## src/rtl/uprpt_errmon_pkg.sv

```systemverilog
// Register offsets and bus constants for the uprpt_errmon report/test block.
package uprpt_errmon_pkg;
  localparam int BUS_W     = 32;
  localparam int A_MODE    = 'h000;
  localparam int A_INSERR  = 'h001;
  localparam int A_STICKY  = 'h002;
  localparam int A_INTEN   = 'h003;
  localparam int A_INTSTAT = 'h004;
  localparam int A_SNAP    = 'h005;
  localparam int CNT_BASE  = 'h100;
  localparam int SNAP_BASE = 'h200;
endpackage

```

## src/rtl/uprpt_errmon_chan.sv

```systemverilog
// One error channel: edge detect, sticky, interrupt enable, saturating counter
// and (with UPRPT_ERRMON_SNAP_EN) a counter snapshot shadow.
module uprpt_errmon_chan #(
  parameter int CNT_W = 16
)(
  input  logic             clk,
  input  logic             rst_,
  input  logic             err,
  input  logic             sticky_clr,
  input  logic             inten_we,
  input  logic             inten_d,
  input  logic             cnt_rd,
`ifdef UPRPT_ERRMON_SNAP_EN
  input  logic             snap,
  output logic [CNT_W-1:0] shadow,
`endif
  output logic             sticky,
  output logic             inten,
  output logic [CNT_W-1:0] cnt
);
  logic err_d, evt, cnt_clr;

  assign evt = err & ~err_d;
`ifdef UPRPT_ERRMON_SNAP_EN
  assign cnt_clr = cnt_rd | snap;
`else
  assign cnt_clr = cnt_rd;
`endif

  always_ff @(posedge clk or negedge rst_) begin
    if (!rst_) begin
      err_d  <= 1'b0;
      sticky <= 1'b0;
      inten  <= 1'b0;
      cnt    <= '0;
    end else begin
      err_d <= err;
      // set beats W1C when both land in the same cycle
      if (evt)             sticky <= 1'b1;
      else if (sticky_clr) sticky <= 1'b0;
      if (inten_we) inten <= inten_d;
      if (cnt_clr)                  cnt <= CNT_W'(evt);
      else if (evt && cnt != '1)    cnt <= cnt + CNT_W'(1);
    end
  end

`ifdef UPRPT_ERRMON_SNAP_EN
  always_ff @(posedge clk or negedge rst_) begin
    if (!rst_)     shadow <= '0;
    else if (snap) shadow <= cnt;
  end
`endif
endmodule

```

## src/rtl/uprpt_errmon.sv

```systemverilog
// CPU-bus error monitor / test-mode register page. Optional counter snapshot
// feature is enabled by defining UPRPT_ERRMON_SNAP_EN.
module uprpt_errmon
  import uprpt_errmon_pkg::*;
#(
  parameter int NCH    = 16,
  parameter int MODE_W = 8,
  parameter int CNT_W  = 16,
  parameter int ADDR_W = 12
)(
  input  logic              clk,
  input  logic              rst_,
  input  logic              upce_,
  input  logic              uprnw,
  input  logic [ADDR_W-1:0] upa,
  input  logic [BUS_W-1:0]  updi,
  output logic [BUS_W-1:0]  updo,
  output logic              upack,
  output logic              upint,
  input  logic [NCH-1:0]    error,
  output logic [MODE_W-1:0] testmode,
  output logic [NCH-1:0]    inserr
);
  logic ce_d, stb, rd_stb, wr_stb;
  logic [NCH-1:0] sticky, inten;
  logic [NCH-1:0][CNT_W-1:0] cnt;
  logic [BUS_W-1:0] rd_mux;
  logic unused_wdata;

  function automatic logic hit(input logic [ADDR_W-1:0] a, input int off);
    return a == ADDR_W'(off);
  endfunction

  assign stb          = ~upce_ & ce_d;
  assign rd_stb       = stb & uprnw;
  assign wr_stb       = stb & ~uprnw;
  assign unused_wdata = ^updi;

`ifdef UPRPT_ERRMON_SNAP_EN
  logic snap;
  logic [NCH-1:0][CNT_W-1:0] shadow;
  assign snap = wr_stb & hit(upa, A_SNAP);
`endif

  for (genvar n = 0; n < NCH; n++) begin : g_ch
    uprpt_errmon_chan #(.CNT_W(CNT_W)) u_chan (
      .clk        (clk),
      .rst_       (rst_),
      .err        (error[n]),
      .sticky_clr (wr_stb & hit(upa, A_STICKY) & updi[n]),
      .inten_we   (wr_stb & hit(upa, A_INTEN)),
      .inten_d    (updi[n]),
      .cnt_rd     (rd_stb & hit(upa, CNT_BASE + n)),
`ifdef UPRPT_ERRMON_SNAP_EN
      .snap       (snap),
      .shadow     (shadow[n]),
`endif
      .sticky     (sticky[n]),
      .inten      (inten[n]),
      .cnt        (cnt[n])
    );
  end

  always_comb begin
    rd_mux = '0;
    if (hit(upa, A_MODE))    rd_mux = BUS_W'(testmode);
    if (hit(upa, A_INSERR))  rd_mux = BUS_W'(inserr);
    if (hit(upa, A_STICKY))  rd_mux = BUS_W'(sticky);
    if (hit(upa, A_INTEN))   rd_mux = BUS_W'(inten);
    if (hit(upa, A_INTSTAT)) rd_mux = BUS_W'(sticky & inten);
    for (int n = 0; n < NCH; n++) begin
      if (hit(upa, CNT_BASE + n))  rd_mux = BUS_W'(cnt[n]);
`ifdef UPRPT_ERRMON_SNAP_EN
      if (hit(upa, SNAP_BASE + n)) rd_mux = BUS_W'(shadow[n]);
`endif
    end
  end

  // ce_d idles high so a chip select already low at reset release still strobes
  always_ff @(posedge clk or negedge rst_) begin
    if (!rst_) begin
      ce_d     <= 1'b1;
      upack    <= 1'b0;
      updo     <= '0;
      upint    <= 1'b0;
      testmode <= '0;
      inserr   <= '0;
    end else begin
      ce_d  <= upce_;
      upint <= |(sticky & inten);
      if (stb) begin
        upack <= 1'b1;
        updo  <= uprnw ? rd_mux : '0;
      end else if (upce_) begin
        upack <= 1'b0;
        updo  <= '0;
      end
      if (wr_stb && hit(upa, A_MODE))   testmode <= updi[MODE_W-1:0];
      if (wr_stb && hit(upa, A_INSERR)) inserr   <= updi[NCH-1:0];
    end
  end
endmodule

```

## config.mk

```make
export PLATFORM = sky130hd
export DESIGN_NAME = uprpt_errmon
export DESIGN_NICKNAME = d
export VERILOG_FILES = /design/src/rtl/uprpt_errmon_pkg.sv /design/src/rtl/uprpt_errmon_chan.sv /design/src/rtl/uprpt_errmon.sv
export SDC_FILE = /design/constraint.sdc
export NUM_CORES = 1
export LEC_CHECK = 0
export BUFFER_PORTS_ARGS = -buffer_cell sky130_fd_sc_hd__buf_4
export CORE_MARGIN = 4
export CORE_UTILIZATION = 32
export CTS_BUF_LIST = sky130_fd_sc_hd__clkbuf_4 sky130_fd_sc_hd__clkbuf_8
export DETAILED_ROUTE_END_ITERATION = 12
export SYNTH_ARGS = -nofsm -noshare
export SYNTH_HDL_FRONTEND = slang
export SYNTH_SLANG_ARGS = --single-unit
```

## constraint.sdc

```tcl
create_clock -name clk -period 2.3 [get_ports clk]
set_input_delay 0.345 -clock clk [delete_from_list [all_inputs] [get_ports clk]]
set_output_delay 0.345 -clock clk [all_outputs]
set_load 0.005 [all_outputs]
```

Word level (Yosys, flattened, before mapping):

Cells that the tools add are included.

* output and inout port bits: 58
* latch bits: 0
* RAM bits: 0
* logic and storage cells: 338
* input bits: 64
* memories kept: 0
* ROM bits: 0
* flip-flop bits (word level): 363

* muxes and demuxes: 90
* reduce and logical (&&, ||, !) cells: 53
* multiply operators: 0
* shift-type cells: 0
* $lt $le $gt $ge: 0
* equality and inequality tests: 36
* bitwise gates (word level): 73
* $add $sub $neg: 16
* div/mod/pow operators: 0

Operator list (number)
* $mux 32: 22
* $mux 16: 33
* $add 16x1->16 const B: 16
* $ne 16x16->1 const B: 16
* $eq 12x9->1 const B: 16
* $reduce_bool 2->1: 33
* $and 1x1->1: 53
* $mux 1: 34
* $and 16x16->16: 2
* $eq 12x2->1 const B: 2
* $logic_and 1x1->1: 18
* $not 1->1: 18
* $reduce_or 16->1: 1
* $eq 12x1->1 const B: 1
* $eq 12x3->1 const B: 1
* $logic_not 12->1: 1
* $mux 8: 1

Depth between registers and ports, before layout:

Gate-level depths: netlist of the first run.

* depth in word-level cells: 24
* gate-level depth with buffers: 11
* gate-level depth less buffers: 8

By module:

Synthesis of the first run repeated with hierarchy kept, for this count alone.

* cell total of the unflattened synthesis: 2502
* area total of the unflattened synthesis: 23293.6 µm²

Modules (own cells, without submodules)
* uprpt_errmon_chan (g_ch[0].u_chan ...): cells an instance 111, seq. area each 475.5 µm², area each 1113.6 µm², instances 15
* uprpt_errmon: cells an instance 728, seq. area each 1077.3 µm², area each 5476.5 µm², instances 1
* uprpt_errmon_chan (g_ch[9].u_chan): cells an instance 109, seq. area each 475.5 µm², area each 1113.6 µm², instances 1

Worst setup path after synthesis of the first run:

OpenSTA, ideal clock, no wires.

* path type: input port to flip-flop
* from: input port upa[11]
* to: register inserr[11]
* library setup time: 0.125 ns
* buffers on the path: 2
* required time: 2.175 ns
* stages: 7
* data arrival time: 2.464 ns
* setup slack: -0.289 ns
* path through: nor4_2 nand3_2 or4b_1 buf_2 nor2_4 buf_6 mux2_2

* longest elaborated chain between the ends: 2

Ends and longest elaborated chain
* start, declared: RTL line uprpt_errmon.sv:15 `input logic [ADDR_W-1:0] upa,`
* $eq 12x1->1: RTL line uprpt_errmon.sv:31 `return a == ADDR_W'(off);`
* $logic_and 1x1->1: RTL line uprpt_errmon.sv:99 `if (wr_stb && hit(upa, A_INSERR)) inserr <= updi[NCH-1:0];`
* end signal, assigned: RTL line uprpt_errmon.sv:99
* end, declared: RTL line uprpt_errmon.sv:22 `output logic [NCH-1:0] inserr`

No other way between the ends.
A chain may end at the register's enable or synchronous reset.

Final worst setup path of the first run:

* from: register g_ch[4].u_chan.inten
* to: register updo[4]

* longest elaborated chain between the ends: 20
* elaborated cells on any way between the ends: 21
* those cells by class: mux: 20; bitwise: 1

Ends and longest elaborated chain
* start, declared: RTL line uprpt_errmon_chan.sv:18 `output logic inten,`
* start signal, assigned: RTL line uprpt_errmon_chan.sv:41 `if (inten_we) inten <= inten_d;`
* $mux 32 / $and 16x16->16 (equally long branches): RTL line uprpt_errmon.sv:69, uprpt_errmon.sv:70
* $mux 32 (*): RTL line uprpt_errmon.sv:70 `if (hit(upa, A_INTSTAT)) rd_mux = BUS_W'(sticky & inten);`
* $mux 32 (*) (16 in series): RTL line uprpt_errmon.sv:72 `if (hit(upa, CNT_BASE + n)) rd_mux = BUS_W'(cnt[n]);`
* $mux 32 (*): RTL line uprpt_errmon.sv:93 `updo <= uprnw ? rd_mux : '0;`
* $mux 32 (*): RTL line uprpt_errmon.sv:91 `if (stb) begin`
* end signal, assigned: RTL line uprpt_errmon.sv:93
* end, declared: RTL line uprpt_errmon.sv:17 `output logic [BUS_W-1:0] updo,`

Every way passes the cells marked *; elsewhere a longest branch is shown, timed or not.

==> impl_metrics.toml, run 1 <==
[outcome]
status = "finished, final reports clean"

[logic_synthesis]
syn-mean-instance-area_um2 = 9.16
netlist.area_leader.share_pct = 44.1
netlist_instances = 2142
yosysSeqAreaShare_pct = 44.3
ys_warn_count = 0
synth_seq_cells = 347
synthFlopType = "dfrtp_1"
synth_top_cell_by_area = "dfrtp_1"
synth.area.top_cells = "dfrtp_1, nor2_1, nand2_1"
synth_edf_count = 0
ys_async_sr_fraction_pct = 100
syn_area_um2 = 19600
synth_cell_type_count = 87

[setup_path]
start_kind = "flip-flop"
slowest_delay_ns = 0.52
crit_slowest_cell = "mux4_2"
critical_path.most_common_cell = "o21ai_1"
required_ns = 2.86
path_cells = "mux4_2, nand4_1, o221a_2, o2111a_1, o21ai_1, a222oi_1, o21ai_1"
endpoint = "updo[4]"
ff2ff_setup_slack_ns = 0.03
cp-end-kind = "flip-flop"
crit_family = "compound AO/OA/AOI/OAI gates"
startpoint = "g_ch[4].u_chan.inten"
crit_arrival_ns = 2.83
cp_num_cells = 7
reg2reg_depth = 7
reg2reg_to = "updo[4]"
path_max_fanout = 3
critPathBufInv = 0
timing.rr.start = "g_ch[4].u_chan.inten"
setup.worst_path.class = "reg2reg"

[sta]
rsz0062_at_grt = "true"
post-route-min-period_ns = 2.27
relSlewSlack_pct = 56.3
worst_pin_slew_ns = 0.655
post-route-period-util_pct = 98.7
skew_ns = 0.0494
slew_viol_final = 0
finalSetupViolCount = 0
clock.fmax_ghz = 0.441
finalHoldViolCount = 0

[drt]
vias = 20155
ant_nets = 0
post_drt_via_cell_ratio = 5.74
wl_um = 81300
wl_per_cell_um = 23.2
first_iter_violations = 2114
first_pass_iters = 5
drc = 0

[clock_tree]
clk_pin_slew_worst_paths_ns = 0.08
insertion_delay_ns = 0.68
cts_max_level = 3
cts_sinks = 347
clockBufferDepth = 3
cts_root_buf = "clkbuf_8"
cts_tree = "yes"
cts-buffers-inserted = 68

[cells_and_area]
fillers = 5816
drive_gt1_share_pct = 28.8
syn2layout_area_growth_pct = 35.2
finish.utilization_pct = 43.9
fin_cells = 3510
layout.nets = 2756

[global_routing]
grt_pass1_vias = 19905
overflow = 0
grt_use_total_pct = 24.4
antenna_found_initial = 2
grt_max_degree = 57
grt_first_pass_wirelength_um = 125000

[hold_path]
hold_path.class = "in2reg"

[place]
routabilityCongestion = 1.03
portBuffers = 89
dpl.hpwl_um = 63100
place_inst = 3350

[flow_run]
maxCapViolCount = 0

[die]
die_area_um2 = 65300
boundaryPins = 122
initial_core_util_pct = 32.4
die_w_um = 256
die_h_um = 256
core-area_um2 = 60500
num_rows = 90

[power_and_ir_drop]
ir_drop_v = 0.000402
power_density_nw_per_um2 = 658
power_leakage_uw = 0.0116
[metrics by stage]
step / area, um^2 / TNS, ns / hold WS [ns] / setup slack, ns / total power, uW
3_3_place_gp: 24600 / -77.06 / 0.365 / -0.889 / 10700
2_1_floorplan: 20000 / -1.46 / 0.0494 / -0.107 / 8980
3_5_place_dp: 24600 / -82.01 / 0.369 / -0.864 / 10800
6_report: 26500 / 0 / 0.0799 / 0.0303 / 17500
4_1_cts: 26400 / 0 / 0.0362 / 0.00379 / 17500
5_1_grt: 26500 / 0 / 0.0652 / 0.00216 / 18300
[state kept, by name (all words and copies together) (netlist names), 8 cells and up]
register,flops
inserr,16
g_ch.u_chan.err_d,16
g_ch.u_chan.cnt,256
updo,16
testmode,8
g_ch.u_chan.inten,16
g_ch.u_chan.sticky,16
[routing by layer]
metal,part of all wire [%],routed length (um),GRT usage [%]
met1,43,34900,33.7
met2,44,35800,37.1
met3,8.1,6550,4.51
met4,5.0,4070,11.9
met5,0.011,9,0
[power breakdown]
part	total [uW]	switching [uW]	internal, uW
clock	6630	2890	3740
sequential	7740	949	6790
combinational	3090	1750	1340
[timing repair]
item / in CTS / in global routing
hold buffers: 34 / 0
gates resized for setup: 3 / 22
pin swaps: 1 / 3
hold endpoints to repair: 120 / 0
endpoints found under the setup margin: 14 / 51
buffers inserted: 1 / 3
[worst min-delay path by stage]
stage / startpoint / to / slack (ns) / depth (start not counted)
finish: upa[2] / g_ch[0].u_chan.cnt[6] / 0.08 / 3
global route: upa[2] / g_ch[0].u_chan.cnt[6] / 0.07 / 3
CTS: upa[2] / g_ch[0].u_chan.cnt[6] / 0.04 / 3
detailed placement: rst_ / g_ch[9].u_chan.cnt[5] / 0.37 / 1
global placement: rst_ / g_ch[9].u_chan.cnt[5] / 0.37 / 1
floorplan: rst_ / g_ch[0].u_chan.cnt[0] / 0.05 / 0
[cell usage after synthesis (17+ instances only)]
cell type and n:
clkbuf_1 66, nor4_1 18, buf_4 19, and3_1 53
mux2i_1 22, buf_2 19, nand4_1 60, o221ai_1 17
a22oi_1 31, nor2b_1 22, or3_1 47, dfrtp_1 346
a31oi_1 28, inv_1 36, mux2_2 43, o22ai_1 18
a221oi_1 17, nor2_1 259, a311oi_1 17, xnor2_1 44
nand2_1 218, o211ai_1 17, a21o_1 17, nand3_1 79
a21oi_1 115, xor2_1 74, o21ai_0 109, nor3_1 53
[worst reg2reg max path, delay by kind of cell, from the launching register on]
| kind | cells | cell delay, ns |
|---|---|---|
| mux | 1 | 0.52 |
| simple gates | 1 | 0.12 |
| compound gates | 5 | 1.12 |
| flops | 1 | 0.39 |
[kinds of logic after synthesis]
group | share of synthesized area (%)
buffers and inverters | 3.39
adder cells (fa/ha/maj) | 1.02
other | 0.0191
XOR/XNOR | 5.27
AO/OA/AOI/OAI | 18.8
AND/OR/NAND/NOR | 23.4
multiplexers | 3.82
flip-flops | 44.3
[layout make-up]
| cell class | count | area (um^2) | area share, % |
|---|---|---|---|
| repair buffers | 561 | 4610 | 17.4 |
| well taps | 782 | 978 | 3.69 |
| inverters | 36 | 135 | 0.509 |
| clock buffers | 108 | 1360 | 5.11 |
| multi-input cells | 1662 | 10700 | 40.3 |
| clock inverters | 12 | 80.1 | 0.302 |
| diodes | 2 | 5.00 | 0.0189 |
| flip-flops and latches | 347 | 8680 | 32.7 |
[cell usage in the layout, fill, tap and decap left out, types with 22 or more instances in the layout]
cell type	n
or3_1	44
a31oi_1	25
clkbuf_8	87
a22oi_1	31
dfrtp_1	346
dlygate4sd3_1	34
nor3_1	46
o21ai_0	108
buf_4	501
nand3_1	77
nand4_1	60
mux2i_1	22
nor2_1	254
and3_1	53
xor2_1	74
mux2_2	38
a21oi_1	113
nand2_1	217
buf_12	24
inv_1	36
xnor2_1	44
Power figures use the tool's default switching activity.
==> inputs of run 2 (changes only) <==
--- a/config.mk
+++ b/config.mk
@@ -11,2 +11,3 @@
 export CTS_BUF_LIST = sky130_fd_sc_hd__clkbuf_4 sky130_fd_sc_hd__clkbuf_8
+export CTS_CLUSTER_DIAMETER = 120
 export DETAILED_ROUTE_END_ITERATION = 12
==> constraint.sdc (replaced) <==
create_clock -name clk -period 2.3 [get_ports clk]
set_input_delay 0.23 -clock clk [delete_from_list [all_inputs] [get_ports clk]]
set_output_delay 0.23 -clock clk [all_outputs]
set_load 0.005 [all_outputs]
==> impl_metrics.toml, run 2 (synthesis gave the netlist of run 1 again) <==
[outcome]
status = "finished, final reports clean"

[setup_path]
required_ns = 2.87
crit_arrival_ns = 2.84
cp-end-kind = "flip-flop"
start_kind = "flip-flop"
setup.worst_path.class = "reg2reg"
path_max_fanout = 3

[global_routing]
grt_max_degree = 80
grt_pass1_vias = 19454
grt_use_total_pct = 23.6
overflow = 0
grt_first_pass_wirelength_um = 120000
antenna_found_initial = 3

[place]
dpl.hpwl_um = 62100
portBuffers = 89
routabilityCongestion = 1.01

[clock_tree]
insertion_delay_ns = 0.65
cts_sinks = 347
cts_max_level = 3
cts_tree = "yes"
cts_root_buf = "clkbuf_8"
clk_pin_slew_worst_paths_ns = 0.07
clockBufferDepth = 3
cts-buffers-inserted = 66

[power_and_ir_drop]
power_leakage_uw = 0.0115
ir_drop_v = 0.000392
power.total_uw = 17500
power_density_nw_per_um2 = 669

[drt]
vias = 20003
wl_per_cell_um = 22.7
first_pass_iters = 8
first_iter_violations = 2322
ant_nets = 0
wl_um = 79300
drc = 0
post_drt_via_cell_ratio = 5.72

[sta]
post-route-period-util_pct = 98.4
worst_pin_slew_ns = 0.757
clock.fmax_ghz = 0.442
relSlewSlack_pct = 48.9
skew_ns = 0.0359
finalSetupViolCount = 0
finalHoldViolCount = 0
slew_viol_final = 0
setup_tns_ns = 0
post-route-min-period_ns = 2.26
rsz0062_at_grt = "false"

[cells_and_area]
seq_area_um2 = 8680
drive_gt1_share_pct = 27.9
syn2layout_area_growth_pct = 33.6
layout_common_cells = "buf_4, dfrtp_1, nor2_1"
layout_commonest_cell = "buf_4"
multiInputGateArea_um2 = 10500
finish.utilization_pct = 43.3
max_flop_register = "g_ch.u_chan.cnt"
fillers = 5864
largest_reg_flops = 256
layout.nets = 2738

[die]
die_area_um2 = 65300
core-area_um2 = 60500
initial_core_util_pct = 32.4
boundaryPins = 122
die_w_um = 256
num_rows = 90
die_h_um = 256

[hold_path]
hold_path.class = "in2async"

[flow_run]
maxCapViolCount = 0
[run 2: cell types whose count changed in the layout (fill, tap and decap cells not counted), moves of 5 or more]
cell / change
buf_12: -8
mux2_4: -5
nor4_4: -6
buf_4: -9
clkbuf_8: -6
mux2_2: +5
[run 2: final timing paths]
path,slack (ns),endpoint,cells after the start,from
max reg2reg,0.04,g_ch[5].u_chan.cnt[11],9,ce_d
min reg2reg,0.50,upack,2,upack
min in group clk,0.14,g_ch[0].u_chan.cnt[6],4,upa[2]
min,0.11,g_ch[15].u_chan.inten,2,rst_
max in group asynchronous,1.36,updo[8],3,rst_
max,0.04,g_ch[5].u_chan.cnt[11],9,ce_d
[run 2: repair_timing]
action                                  4_1_cts  5_1_grt
hold buffers                                 34        0
buffers inserted                              0        0
endpoints found under the setup margin       25       27
resized for setup                             5       19
pin swaps                                     0        3
hold endpoints to repair                    396        0
[run 2: final cells by class]
type / instances / area share (%)
Multi-Input combinational cell: 1662 / 40.2
Inverter: 36 / 0.516
Timing Repair Buffer: 545 / 16.8
Clock buffer: 102 / 4.85
Clock inverter: 20 / 0.845
Sequential cell: 347 / 33.1
Tap cell: 782 / 3.73
Antenna cell: 1 / 0.00955
[run 2: metrics by stage]
step / cell area, um^2 / hold slack, ns / instances / setup slack, ns
floorplan: 19800 / -0.0656 / 2157 / -0.0228
global placement: 24300 / 0.189 / 3338 / -0.456
detailed placement: 24300 / 0.189 / 3338 / -0.484
CTS: 26100 / 0.0830 / 3494 / 0.0281
global route: 26200 / 0.130 / 3495 / 0.00423
finish: 26200 / 0.111 / 3495 / 0.0365
[run 2: where the power goes]
part           internal (uW)  switching, uW  total [uW]
clock network           4010           2850        6850
logic                   1310           1690        3000
registers               6790            904        7690
[run 2: metal layers]
| layer | GRT usage (%) | share of wire [%] | up-vias |
|---|---|---|---|
| met4 | 11.7 | 5.0 | 4 |
| met2 | 36.2 | 45 | 949 |
| met3 | 3.83 | 7.8 | 174 |
| met5 | 0 | 0.038 | - |
| met1 | 32.4 | 43 | 9892 |
| li1 | - | - | 8984 |
[run 2: worst max-delay path: stages (launching register included)]
cell	delay [ns]
dfstp_2	0.53
and3b_2	0.28
buf_4	0.14
nand4_1	0.18
nor2_1	0.16
buf_4	0.14
or2_2	0.12
nand3_1	0.13
or3_1	0.36
a21oi_2	0.15
